`src/rtl/wb_stage_pipe.sv`:
```
// Writeback stage: selects ALU / load / link data, extracts loads and drives the register-file write port.
// Optional retired-instruction counter enabled by defining WB_RETIRE_CNT_EN.
module wb_stage_pipe #(
   parameter int XLEN    = 32,
   parameter int RA_W    = 5,
   parameter int PC_WORD = 1
) (
   input  logic            clk,
   input  logic            rst_n,
   input  logic            in_valid,
   output logic            in_ready,
   input  logic [XLEN-1:0] ALU_result_W,
   input  logic [XLEN-1:0] PC_W,
   input  logic [1:0]      wb_ctrl_W,
   input  logic [2:0]      funct3_W,
   input  logic [RA_W-1:0] rd_W,
   input  logic            reg_write_W,
   input  logic            mem_rvalid,
   input  logic [XLEN-1:0] mem_rdata,
   output logic            rf_we,
   output logic [RA_W-1:0] rf_waddr,
   output logic [XLEN-1:0] rf_wdata,
   output logic            wb_busy
`ifdef WB_RETIRE_CNT_EN
   ,
   output logic [63:0]     retire_cnt
`endif
);

   localparam logic [0:0]      S_IDLE     = 1'b0;
   localparam logic [0:0]      S_WAIT_MEM = 1'b1;
   localparam logic [XLEN-1:0] LINK_INC   = {{(XLEN-3){1'b0}}, 3'b100};

   logic [0:0]      state_q, state_d;
   logic            rf_we_q, rf_we_d;
   logic [RA_W-1:0] rf_waddr_q, rf_waddr_d;
   logic [XLEN-1:0] rf_wdata_q, rf_wdata_d;
   logic [RA_W-1:0] pend_rd_q, pend_rd_d;
   logic            pend_we_q, pend_we_d;
   logic [2:0]      pend_f3_q, pend_f3_d;
   logic [2:0]      pend_off_q, pend_off_d;
   logic            complete_s;
   logic [2:0]      in_off_s;
   logic [XLEN-1:0] link_s;
   logic [XLEN-1:0] sel_s;

   // Offsets are byte positions inside the aligned word; a 32-bit datapath has only four.
   function automatic logic [XLEN-1:0] load_extract(input logic [2:0]      f3,
                                                    input logic [2:0]      off,
                                                    input logic [XLEN-1:0] raw);
      logic [XLEN-1:0] byte_sh;
      logic [XLEN-1:0] half_sh;
      logic [XLEN-1:0] word_sh;
      logic [XLEN-1:0] ext;
      byte_sh = raw >> {off, 3'b000};
      half_sh = raw >> {off[2:1], 4'b0000};
      word_sh = raw >> {off[2], 5'b00000};
      ext     = raw;
      case (f3)
         3'b000: begin ext = {XLEN{byte_sh[7]}};  ext[7:0]  = byte_sh[7:0];  end
         3'b100: begin ext = {XLEN{1'b0}};        ext[7:0]  = byte_sh[7:0];  end
         3'b001: begin ext = {XLEN{half_sh[15]}}; ext[15:0] = half_sh[15:0]; end
         3'b101: begin ext = {XLEN{1'b0}};        ext[15:0] = half_sh[15:0]; end
         3'b010: begin ext = {XLEN{word_sh[31]}}; ext[31:0] = word_sh[31:0]; end
         3'b110: begin
            if (XLEN == 64) begin
               ext = {XLEN{1'b0}};
               ext[31:0] = word_sh[31:0];
            end else begin
               ext = raw;
            end
         end
         default: ext = raw;
      endcase
      return ext;
   endfunction

   assign in_off_s = (XLEN == 64) ? ALU_result_W[2:0] : {1'b0, ALU_result_W[1:0]};
   assign link_s   = (PC_WORD != 0) ? ({PC_W[XLEN-3:0], 2'b00} + LINK_INC) : (PC_W + LINK_INC);

   // Writeback source mux for an instruction completing straight from IDLE.
   always_comb begin
      sel_s = ALU_result_W;
      case (wb_ctrl_W)
         2'b01:   sel_s = load_extract(funct3_W, in_off_s, mem_rdata);
         2'b11:   sel_s = link_s;
         default: sel_s = ALU_result_W;
      endcase
   end

   // Next-state: accept, park a late load, or complete a parked load.
   always_comb begin
      state_d    = state_q;
      rf_we_d    = 1'b0;
      rf_waddr_d = rf_waddr_q;
      rf_wdata_d = rf_wdata_q;
      pend_rd_d  = pend_rd_q;
      pend_we_d  = pend_we_q;
      pend_f3_d  = pend_f3_q;
      pend_off_d = pend_off_q;
      complete_s = 1'b0;
      case (state_q)
         S_IDLE: begin
            if (in_valid) begin
               if ((wb_ctrl_W == 2'b01) && !mem_rvalid) begin
                  state_d    = S_WAIT_MEM;
                  pend_rd_d  = rd_W;
                  pend_we_d  = reg_write_W && (rd_W != {RA_W{1'b0}});
                  pend_f3_d  = funct3_W;
                  pend_off_d = in_off_s;
               end else begin
                  rf_we_d    = reg_write_W && (rd_W != {RA_W{1'b0}});
                  rf_waddr_d = rd_W;
                  rf_wdata_d = sel_s;
                  complete_s = 1'b1;
               end
            end else begin
               rf_we_d = 1'b0;
            end
         end
         S_WAIT_MEM: begin
            if (mem_rvalid) begin
               state_d    = S_IDLE;
               rf_we_d    = pend_we_q;
               rf_waddr_d = pend_rd_q;
               rf_wdata_d = load_extract(pend_f3_q, pend_off_q, mem_rdata);
               complete_s = 1'b1;
            end else begin
               state_d = S_WAIT_MEM;
            end
         end
         default: state_d = S_IDLE;
      endcase
   end

   // State and output registers with synchronous active-low reset.
   always_ff @(posedge clk) begin
      if (!rst_n) begin
         state_q    <= S_IDLE;
         rf_we_q    <= 1'b0;
         rf_waddr_q <= {RA_W{1'b0}};
         rf_wdata_q <= {XLEN{1'b0}};
         pend_rd_q  <= {RA_W{1'b0}};
         pend_we_q  <= 1'b0;
         pend_f3_q  <= 3'b000;
         pend_off_q <= 3'b000;
      end else begin
         state_q    <= state_d;
         rf_we_q    <= rf_we_d;
         rf_waddr_q <= rf_waddr_d;
         rf_wdata_q <= rf_wdata_d;
         pend_rd_q  <= pend_rd_d;
         pend_we_q  <= pend_we_d;
         pend_f3_q  <= pend_f3_d;
         pend_off_q <= pend_off_d;
      end
   end

   assign in_ready = (state_q == S_IDLE);
   assign wb_busy  = (state_q == S_WAIT_MEM);
   assign rf_we    = rf_we_q;
   assign rf_waddr = rf_waddr_q;
   assign rf_wdata = rf_wdata_q;

`ifdef WB_RETIRE_CNT_EN
   logic [63:0] retire_q;

   // Counts every completed writeback, including those to x0.
   always_ff @(posedge clk) begin
      if (!rst_n) begin
         retire_q <= 64'd0;
      end else if (complete_s) begin
         retire_q <= retire_q + 64'd1;
      end else begin
         retire_q <= retire_q;
      end
   end

   assign retire_cnt = retire_q;
`else
   logic unused_complete_s;
   assign unused_complete_s = complete_s;
`endif

endmodule

```
`config.mk`:
```
export PLATFORM = sky130hd
export DESIGN_NAME = wb_stage_pipe
export DESIGN_NICKNAME = d
export VERILOG_FILES = /design/src/rtl/wb_stage_pipe.sv
export SDC_FILE = /design/constraint.sdc
export NUM_CORES = 1
export LEC_CHECK = 0
export BUFFER_PORTS_ARGS = -buffer_cell sky130_fd_sc_hd__buf_2
export CORE_ASPECT_RATIO = 0.8
export CORE_MARGIN = 3
export CORE_UTILIZATION = 25
export CTS_CLUSTER_DIAMETER = 40
export DETAILED_ROUTE_END_ITERATION = 6
export HOLD_SLACK_MARGIN = 0.05
export SLEW_MARGIN = 20
export SYNTH_ARGS = -nofsm -noshare
export SYNTH_HDL_FRONTEND = slang
export SYNTH_SLANG_ARGS = --single-unit
```
`constraint.sdc`:
```
create_clock -name clk -period 2.2 [get_ports clk]
set_clock_uncertainty 0.15 [all_clocks]
set_input_delay 0.22 -clock clk [delete_from_list [all_inputs] [get_ports clk]]
set_output_delay 0.22 -clock clk [all_outputs]
set_load 0.02 [all_outputs]
```
# Yosys cells after proc, flatten, opt, wreduce, memory -nomap -nowiden
# Index checks and enable logic that the tools add are counted.
# word_totals
reg_bits	50
in_bits	111
out_inout_bits	40
word_cells	52
# op_classes
add_sub_neg	1
n_eq_ne	11
shift	4
mux	19
n_bitwise	1
n_reduce_logical	8
# ops
cell	count
32-bit case mux with 4 select lines	2
32-bit case mux with 2 select lines	2
32-bit 2-to-1 mux	3
32-bit by 5-bit >> shifter with 16-bit output	2
32-bit by 5-bit >> shifter with 8-bit output	2
32-bit by 3-bit adder with 32-bit output, second input constant	1
5-bit 2-to-1 mux	3
3-bit == test, second input constant	4
5-bit case mux with 2 select lines	1
3-bit by 1-bit == test with 1-bit output, second input constant	2
3-bit logical NOT	2
1-bit 2-to-1 mux	6
2-bit != test, second input constant	3
3-bit AND reduction	2
5-bit nonzero test	1
1-bit case mux with 2 select lines	2
2-bit by 1-bit == test with 1-bit output, second input constant	1
2-bit == test, second input constant	1
1-bit logical AND	2
1-bit logical NOT	1
1-bit NOT	1

# Logic depth before layout (Yosys ltp)
# Gate-level depths: netlist (run 1).
# logic_depth
depth_word	6
mapped_depth	9
depth_no_buf	7

# Least setup slack after synthesis (run 1)
# OpenSTA, ideal clock, no wires.
# synth_timing
path_type	register to register
startpoint	register state_q (netlist: wb_busy)
endpoint	register rf_wdata_q[18] (netlist: rf_wdata[18])
setup_time_ns	0.115
t_arrival_ns	1.897
required_time_ns	1.935
setup_slack_ns	0.038
path_stages_with_launch	10
n_path_buf	3
period_less_slack_ns	2.162
cell_sequence	dfxtp_1 -> buf_4 -> nor2_1 -> or3b_1 -> buf_2 -> and2_4 -> buf_6 -> a221oi_2 -> o221ai_1 -> nor2b_1
# synth_via
elab_chain_len	3
elab_cells_between_ends	6
classes_between	eq/ne: 3; mux: 1; bitwise: 1; reduce/logical: 1
# synth_lines
item	line	text
start, declared	34	logic [0:0] state_q, state_d;
start signal, assigned	148	state_q <= state_d;
1-bit NOT (no source line)	n/a	
2-bit != test (no source line)	n/a	
3-bit AND reduction (no source line)	n/a	
end signal, assigned	142	rf_wdata_q <= {XLEN{1'b0}};
end signal, assigned	151	rf_wdata_q <= rf_wdata_d;
end, declared	37	logic [XLEN-1:0] rf_wdata_q, rf_wdata_d;
# Parallel ways exist; a longest one is shown, timed or not.
# A chain may end at the register's enable or synchronous reset.

# Final worst setup path (run 1)
# layout_timing
startpoint	register pend_off_q[1]
endpoint	register rf_wdata_q[19] (netlist: rf_wdata[19])
# layout_via
elab_chain_len	4
elab_cells_between_ends	5
classes_between	shift: 2; mux: 3
# layout_lines
item	line	text
start, declared	41	logic [2:0] pend_off_q, pend_off_d;
start signal, assigned	155	pend_off_q <= pend_off_d;
32-bit by 5-bit >> shifter with 16-bit output or 32-bit by 5-bit >> shifter with 8-bit output (tied branches)	56, 55	
32-bit case mux with 4 select lines (*)	59	case (f3)
32-bit 2-to-1 mux (*)	122	if (mem_rvalid) begin
32-bit case mux with 2 select lines (*)	102	case (state_q)
# Mark *: on every way between the ends. The rest lies on a longest branch, timed or not. The select of a mux whose other input is x is not followed.

==> flow_summary.ini, run 1 <==
[synth]
synth-async-reset-ratio_pct = 0
yosysMostFrequentCell = nand2_1
netlist_area_um2 = 4320
synth_top_family_by_area = compound AO/OA/AOI/OAI gates
synthAdderAreaFrac_pct = 0.290
ys_seq_elements = 50
ys_warn_count = 0
synthMuxAreaShare_pct = 6.55
ys_top_cells_by_area = dfxtp_1, a21oi_1, nand2_1
synth-xor-area-share_pct = 4.87
synth_top_area_cell = dfxtp_1
netlist.area_leader.share_pct = 23.2
synth_edf_count = 0
synthTopCellsByCount = nand2_1, a21oi_1, o21ai_0, dfxtp_1, clkbuf_1
ys_types = 66
synthCells = 597
seq_area_frac_synth_pct = 23.2
synth_compound_area_share_pct = 34.9
synthFlopType = dfxtp_1
synth_fp_nets = 709
synthSimpleGateAreaFrac_pct = 24.3
synth_area_per_cell_um2 = 7.23

[finish]
layout.nets = 877
area_growth_pct = 34.8
n_fill_cell = 1816
final_util_pct = 34.8
design_area_um2 = 5820
drive_gt1_share_pct = 30.4

[place]
globalplace.congestion = 0.942
hpwl_um = 15800
io_buffers = 148
placed_area_um2 = 5610

[setup_path]
ff2ff_setup_slack_ns = 0.14
worstSetupStartpointType = register
r2r_cells = 8
timing.rr.end = rf_wdata[19]
r2r-start = pend_off_q[1]
arrival_ns = 2.14
required_ns = 2.28
crit_fanout = 16
crit_type = register to register
end_kind = register

[drt]
wl_um = 20000
first_pass_iters = 5
final_antenna_net_count = 0
avgViaCountPerCell = 5.55
dr_total_vias = 5487
wl_per_cell_um = 20.3
drt_iter0_markers = 642
post-route-drc-count = 0

[grt]
grt_util_met1_pct = 29.5
grt.busiest_layer = met1
antenna_found_initial = 3
grtUsageMet2_pct = 29.4
grt_pass1_vias = 5022
grt_usage_pct = 20.0
grt_util_met3_pct = 4.79
grt_pass1_wl_um = 29600
grt_max_degree = 38
gr-total-overflow = 0

[pwr]
cellPowerDensity_nw_per_um2 = 479
p_leak_nw = 2.49
ir_worst_vdd_v = 0.000263

[min_path]
hold_path.startpoint = PC_W[29]
whs_endpoint = rf_wdata[31]
hold_path_class = input port to register
hold_depth = 3

[clock_tree]
worstSkewPairLatency_ns = 0.31
post_cts_buffers = 0
htree_levels = 2
cts_buffers = 5
clock_sinks = 50
root_buffer = clkbuf_16
tritoncts = done
clk_path_buf_depth = 2
path_clk_slew_ns = 0.08

[floorplanning]
die_h_um = 124
die_w_um = 153
num_io_pins = 151
rows = 42
die_area_um2 = 18900
initial_core_util_pct = 25.8
core_area_um2 = 16700

[timing]
min_period_ns = 2.06
whs_ns = 0.0500
finalSetupViolCount = 0
fmax_ghz = 0.486
relSlewSlack_pct = 64.9
slew_viol_final = 0
timing.final.crit_share_pct = 93.6
finalHoldViolations = 0
worst_slew_pin_slew_ns = 0.526

[run_status]
status = finished clean

[job]
maxCapViolations = 0
## how the worst max path moves through the flow
stage / to / depth (start not counted) / startpoint
floorplan: rf_wdata[18] / 9 / wb_busy
global placement: rf_wdata[22] / 8 / ALU_result_W[1]
detailed placement: rf_wdata[22] / 8 / ALU_result_W[1]
CTS: rf_wdata[19] / 8 / pend_off_q[1]
global route: rf_wdata[19] / 8 / pend_off_q[1]
finish: rf_wdata[19] / 8 / pend_off_q[1]
## report_power, final
| group | switching, mW | internal (mW) |
|---|---|---|
| clock network | 0.433 | 0.436 |
| registers | 0.0393 | 0.967 |
| logic | 0.547 | 0.363 |
| total | 1.02 | 1.77 |
## layout make-up
| type | instances | area (µm²) | share of cell area [%] |
|---|---|---|---|
| multi-input cells | 484 | 3080 | 53.0 |
| repair buffers | 208 | 1240 | 21.3 |
| flip-flops and latches | 50 | 1000 | 17.2 |
| well taps | 220 | 275 | 4.73 |
| clock buffers | 5 | 125 | 2.15 |
| inverters | 16 | 60.1 | 1.03 |
| clock inverters | 3 | 28.8 | 0.495 |
| diodes | 3 | 7.51 | 0.129 |
## logic make-up after synthesis
logic type,after synthesis
AND/OR/NAND/NOR,207
adder cells (fa/ha/maj),1
multiplexers,24
XOR/XNOR,24
buffers and inverters,63
flip-flops,50
AO/OA/AOI/OAI,228
## sequential cells by signal (all words and copies together), names as in the netlist
| register | cells |
|---|---|
| pend_we_q | 1 |
| rf_waddr | 5 |
| pend_rd_q | 5 |
| pend_f3_q | 3 |
| wb_busy | 1 |
| pend_off_q | 2 |
| rf_wdata | 32 |
| rf_we | 1 |
## worst max-delay path, stage by stage (launching register included)
cell	delay, ns
dfxtp_1	0.41
buf_4	0.17
nand2_1	0.10
a2111oi_4	0.40
nor3_2	0.08
buf_4	0.21
o211ai_1	0.16
o211ai_1	0.14
a31oi_1	0.15
## cells in the final DEF (no fill, tap or decap), drive strengths merged, types with 4 or more instances in the layout
master,synthesis,final
mux2i,17,17
and3,6,6
inv,14,15
nand3,25,25
a211o,6,6
a221oi,13,13
and2,6,6
nor2,35,35
buf,10,205
nor3,9,9
nand3b,4,4
a31oi,14,14
nand2,76,76
o211ai,7,7
nand4,11,11
o221ai,15,15
o211a,5,5
mux2,4,4
xnor2,13,13
o21ai,57,57
xor2,11,11
dfxtp,50,50
nand2b,5,5
nor2b,17,17
a21oi,63,63
clkbuf,37,5
a211oi,10,10
clkinv,2,4
a22o,9,9
a21boi,7,7
## metrics by stage
stage                     total power [mW]  setup WS (ns)  std cells  setup TNS, ns
final                                 2.78          0.141        989              0
after global routing                  2.90        -0.0101        988        -0.0101
after CTS                             2.77          0.123        986              0
after detailed placement              1.91         0.0479        975              0
after global placement                1.91         0.0614        975              0
after floorplan                       1.49         0.0377        597              0
## per-layer routing
metal | share of wire, % | up-vias
li1 | - | 2570
met1 | 45 | 2557
met2 | 43 | 334
met3 | 11 | 24
met4 | 1.5 | 2
met5 | 0.035 | -
## timing repair
action                                  CTS  global route
hold buffers                              3             0
endpoints found under the setup margin    0             3
hold endpoints to repair                  3             0
resized for setup                         0             2
Power figures use the tool's default switching activity.
==> run 2, diff against run 1 <==
- CORE_MARGIN: 3 -> default
==> run 2 against run 1 <==
Non-clock buffer count decreased by 7. Sequential power about the same. Count of clock-buffer cells in the layout unchanged. Largest cell class unchanged. Largest power group unchanged. Global-route usage increased by 2.1 points. Critical path depth decreased by 1. Die area decreased by 5.8%. Sequential share of layout area increased by 0.27 points. Power decreased by 0.68%. Setup slack got worse by 0.045 ns. Highest routed layer unchanged. Worst hold slack improved by 0.0022 ns.
==> flow_summary.ini, run 2 (synthesis results as in run 1) <==
[setup_path]
cp_cell_sequence = mux2i_1, and3b_1, a31oi_1, nand3_1, buf_4, a221oi_1, a311oi_1
worstSetupStartpointType = register
cp_num_buf_inv = 1
required_ns = 2.23
crit_path_max_incr_delay_ns = 0.42
arrival_ns = 2.13
end_kind = register
crit_slowest_cell = dfxtp_1
crit_fanout = 4
crit_family = compound AO/OA/AOI/OAI gates
crit_type = register to register

[floorplanning]
num_io_pins = 151
die_w_um = 149
die_area_um2 = 17800
core_area_um2 = 16700
rows = 42
initial_core_util_pct = 25.8
die_h_um = 120

[pwr]
p_comb_share_pct = 32.6
p_sw_mw = 1.01
clockPowerShare_pct = 31.0
p_leak_nw = 2.46
ir_worst_vdd_v = 0.000275
p_sw_share_pct = 36.5
cellPowerDensity_nw_per_um2 = 483
pwr-share-seq_pct = 36.4
p_int_mw = 1.76

[timing]
whs_ns = 0.0521
rsz0062_at_grt = no
timing.setup.tns_ns = 0
slew_viol_final = 0
timing.final.crit_share_pct = 95.6
finalHoldViolations = 0
finalSetupViolCount = 0
fmax_ghz = 0.475
min_period_ns = 2.10
relSlewSlack_pct = 61.6
worst_slew_pin_slew_ns = 0.574

[finish]
drive_gt1_share_pct = 29.8
final_util_pct = 34.3
layout.nets = 870
largest_register_ffs = 32
area_growth_pct = 32.7
final_cell_mix = buf_2, nand2_1, a21oi_1
fin_cells = 981
layout_commonest_cell = buf_2

[drt]
final_antenna_net_count = 0
post-route-drc-count = 0
drt_iter0_markers = 609
avgViaCountPerCell = 5.62
dr_total_vias = 5515
wl_per_cell_um = 20.1
wl_um = 19700
first_pass_iters = 5

[clock_tree]
cts_buffers = 5
worstSkewPairLatency_ns = 0.30
tritoncts = done
htree_levels = 2
ctsResizeCount = 0
path_clk_slew_ns = 0.08
root_buffer = clkbuf_16
clk_path_buf_depth = 2
clock_sinks = 50

[grt]
grt_pass1_vias = 5152
grt_pass1_wl_um = 29700
grt_usage_pct = 22.1
gr-total-overflow = 0
antenna_found_initial = 3
grt_max_degree = 29

[job]
maxCapViolations = 0

[place]
globalplace.congestion = 0.940
dp.cells = 969
io_buffers = 148
hpwl_um = 15500

[run_status]
status = finished clean

[min_path]
hold_path_class = input port to register
[run 2: routing by layer]
layer	vias to the layer above	global-route usage (%)	wire [µm]
met1	2561	31.5	8800
met2	350	31.6	8040
met5	-	2.65	58
met3	39	6.08	2360
li1	2561	-	-
met4	4	6.44	427
[run 2: tightest hold or removal path: stages]
cell,delay (ns)
buf_2,0.09
xor2_1,0.06
o21ai_1,0.11
[run 2: power by group through the flow]
| stage | Sequential, mW | Combinational (mW) | Clock (mW) |
|---|---|---|---|
| 2_1_floorplan | 1.09 | 0.400 | 0 |
| 3_3_place_gp | 1.03 | 0.876 | 0 |
| 3_5_place_dp | 1.03 | 0.877 | 0 |
| 4_1_cts | 1.01 | 0.885 | 0.876 |
| 5_1_grt | 1.01 | 0.973 | 0.899 |
| 6_report | 1.01 | 0.901 | 0.859 |
[run 2: cell type report]
type | instances | area, µm²
antenna | 2 | 5.00
clock buffer | 5 | 125
clock inverter | 3 | 28.8
fill | 1851 | 11000
inverter | 16 | 60.1
multi-input combinational | 484 | 3060
sequential | 50 | 1000
tap | 220 | 275
timing repair buffer | 201 | 1170
[run 2: final timing paths]
path                                    start           end  slack, ns  cells past startpoint
worst min register to register    rf_wdata[1]   rf_wdata[1]       0.32                      2
worst max register to register  pend_off_q[1]  rf_wdata[14]        0.1                      7
worst min-delay path                 PC_W[29]  rf_wdata[31]       0.05                      3
worst max-delay path            pend_off_q[1]  rf_wdata[14]        0.1                      7
[run 2: timing repair]
item,CTS,global route
buffers inserted,0,0
hold endpoints to repair,2,0
hold buffers,2,0
[run 2: metrics by stage]
stage | worst slack (ns) | area (µm²) | power (mW)
after floorplan | 0.0377 | 4320 | 1.49
after global placement | 0.0968 | 5550 | 1.90
after detailed placement | 0.0681 | 5550 | 1.90
after CTS | 0.146 | 5720 | 2.77
after global routing | 0.00381 | 5720 | 2.89
final | 0.0962 | 5730 | 2.77
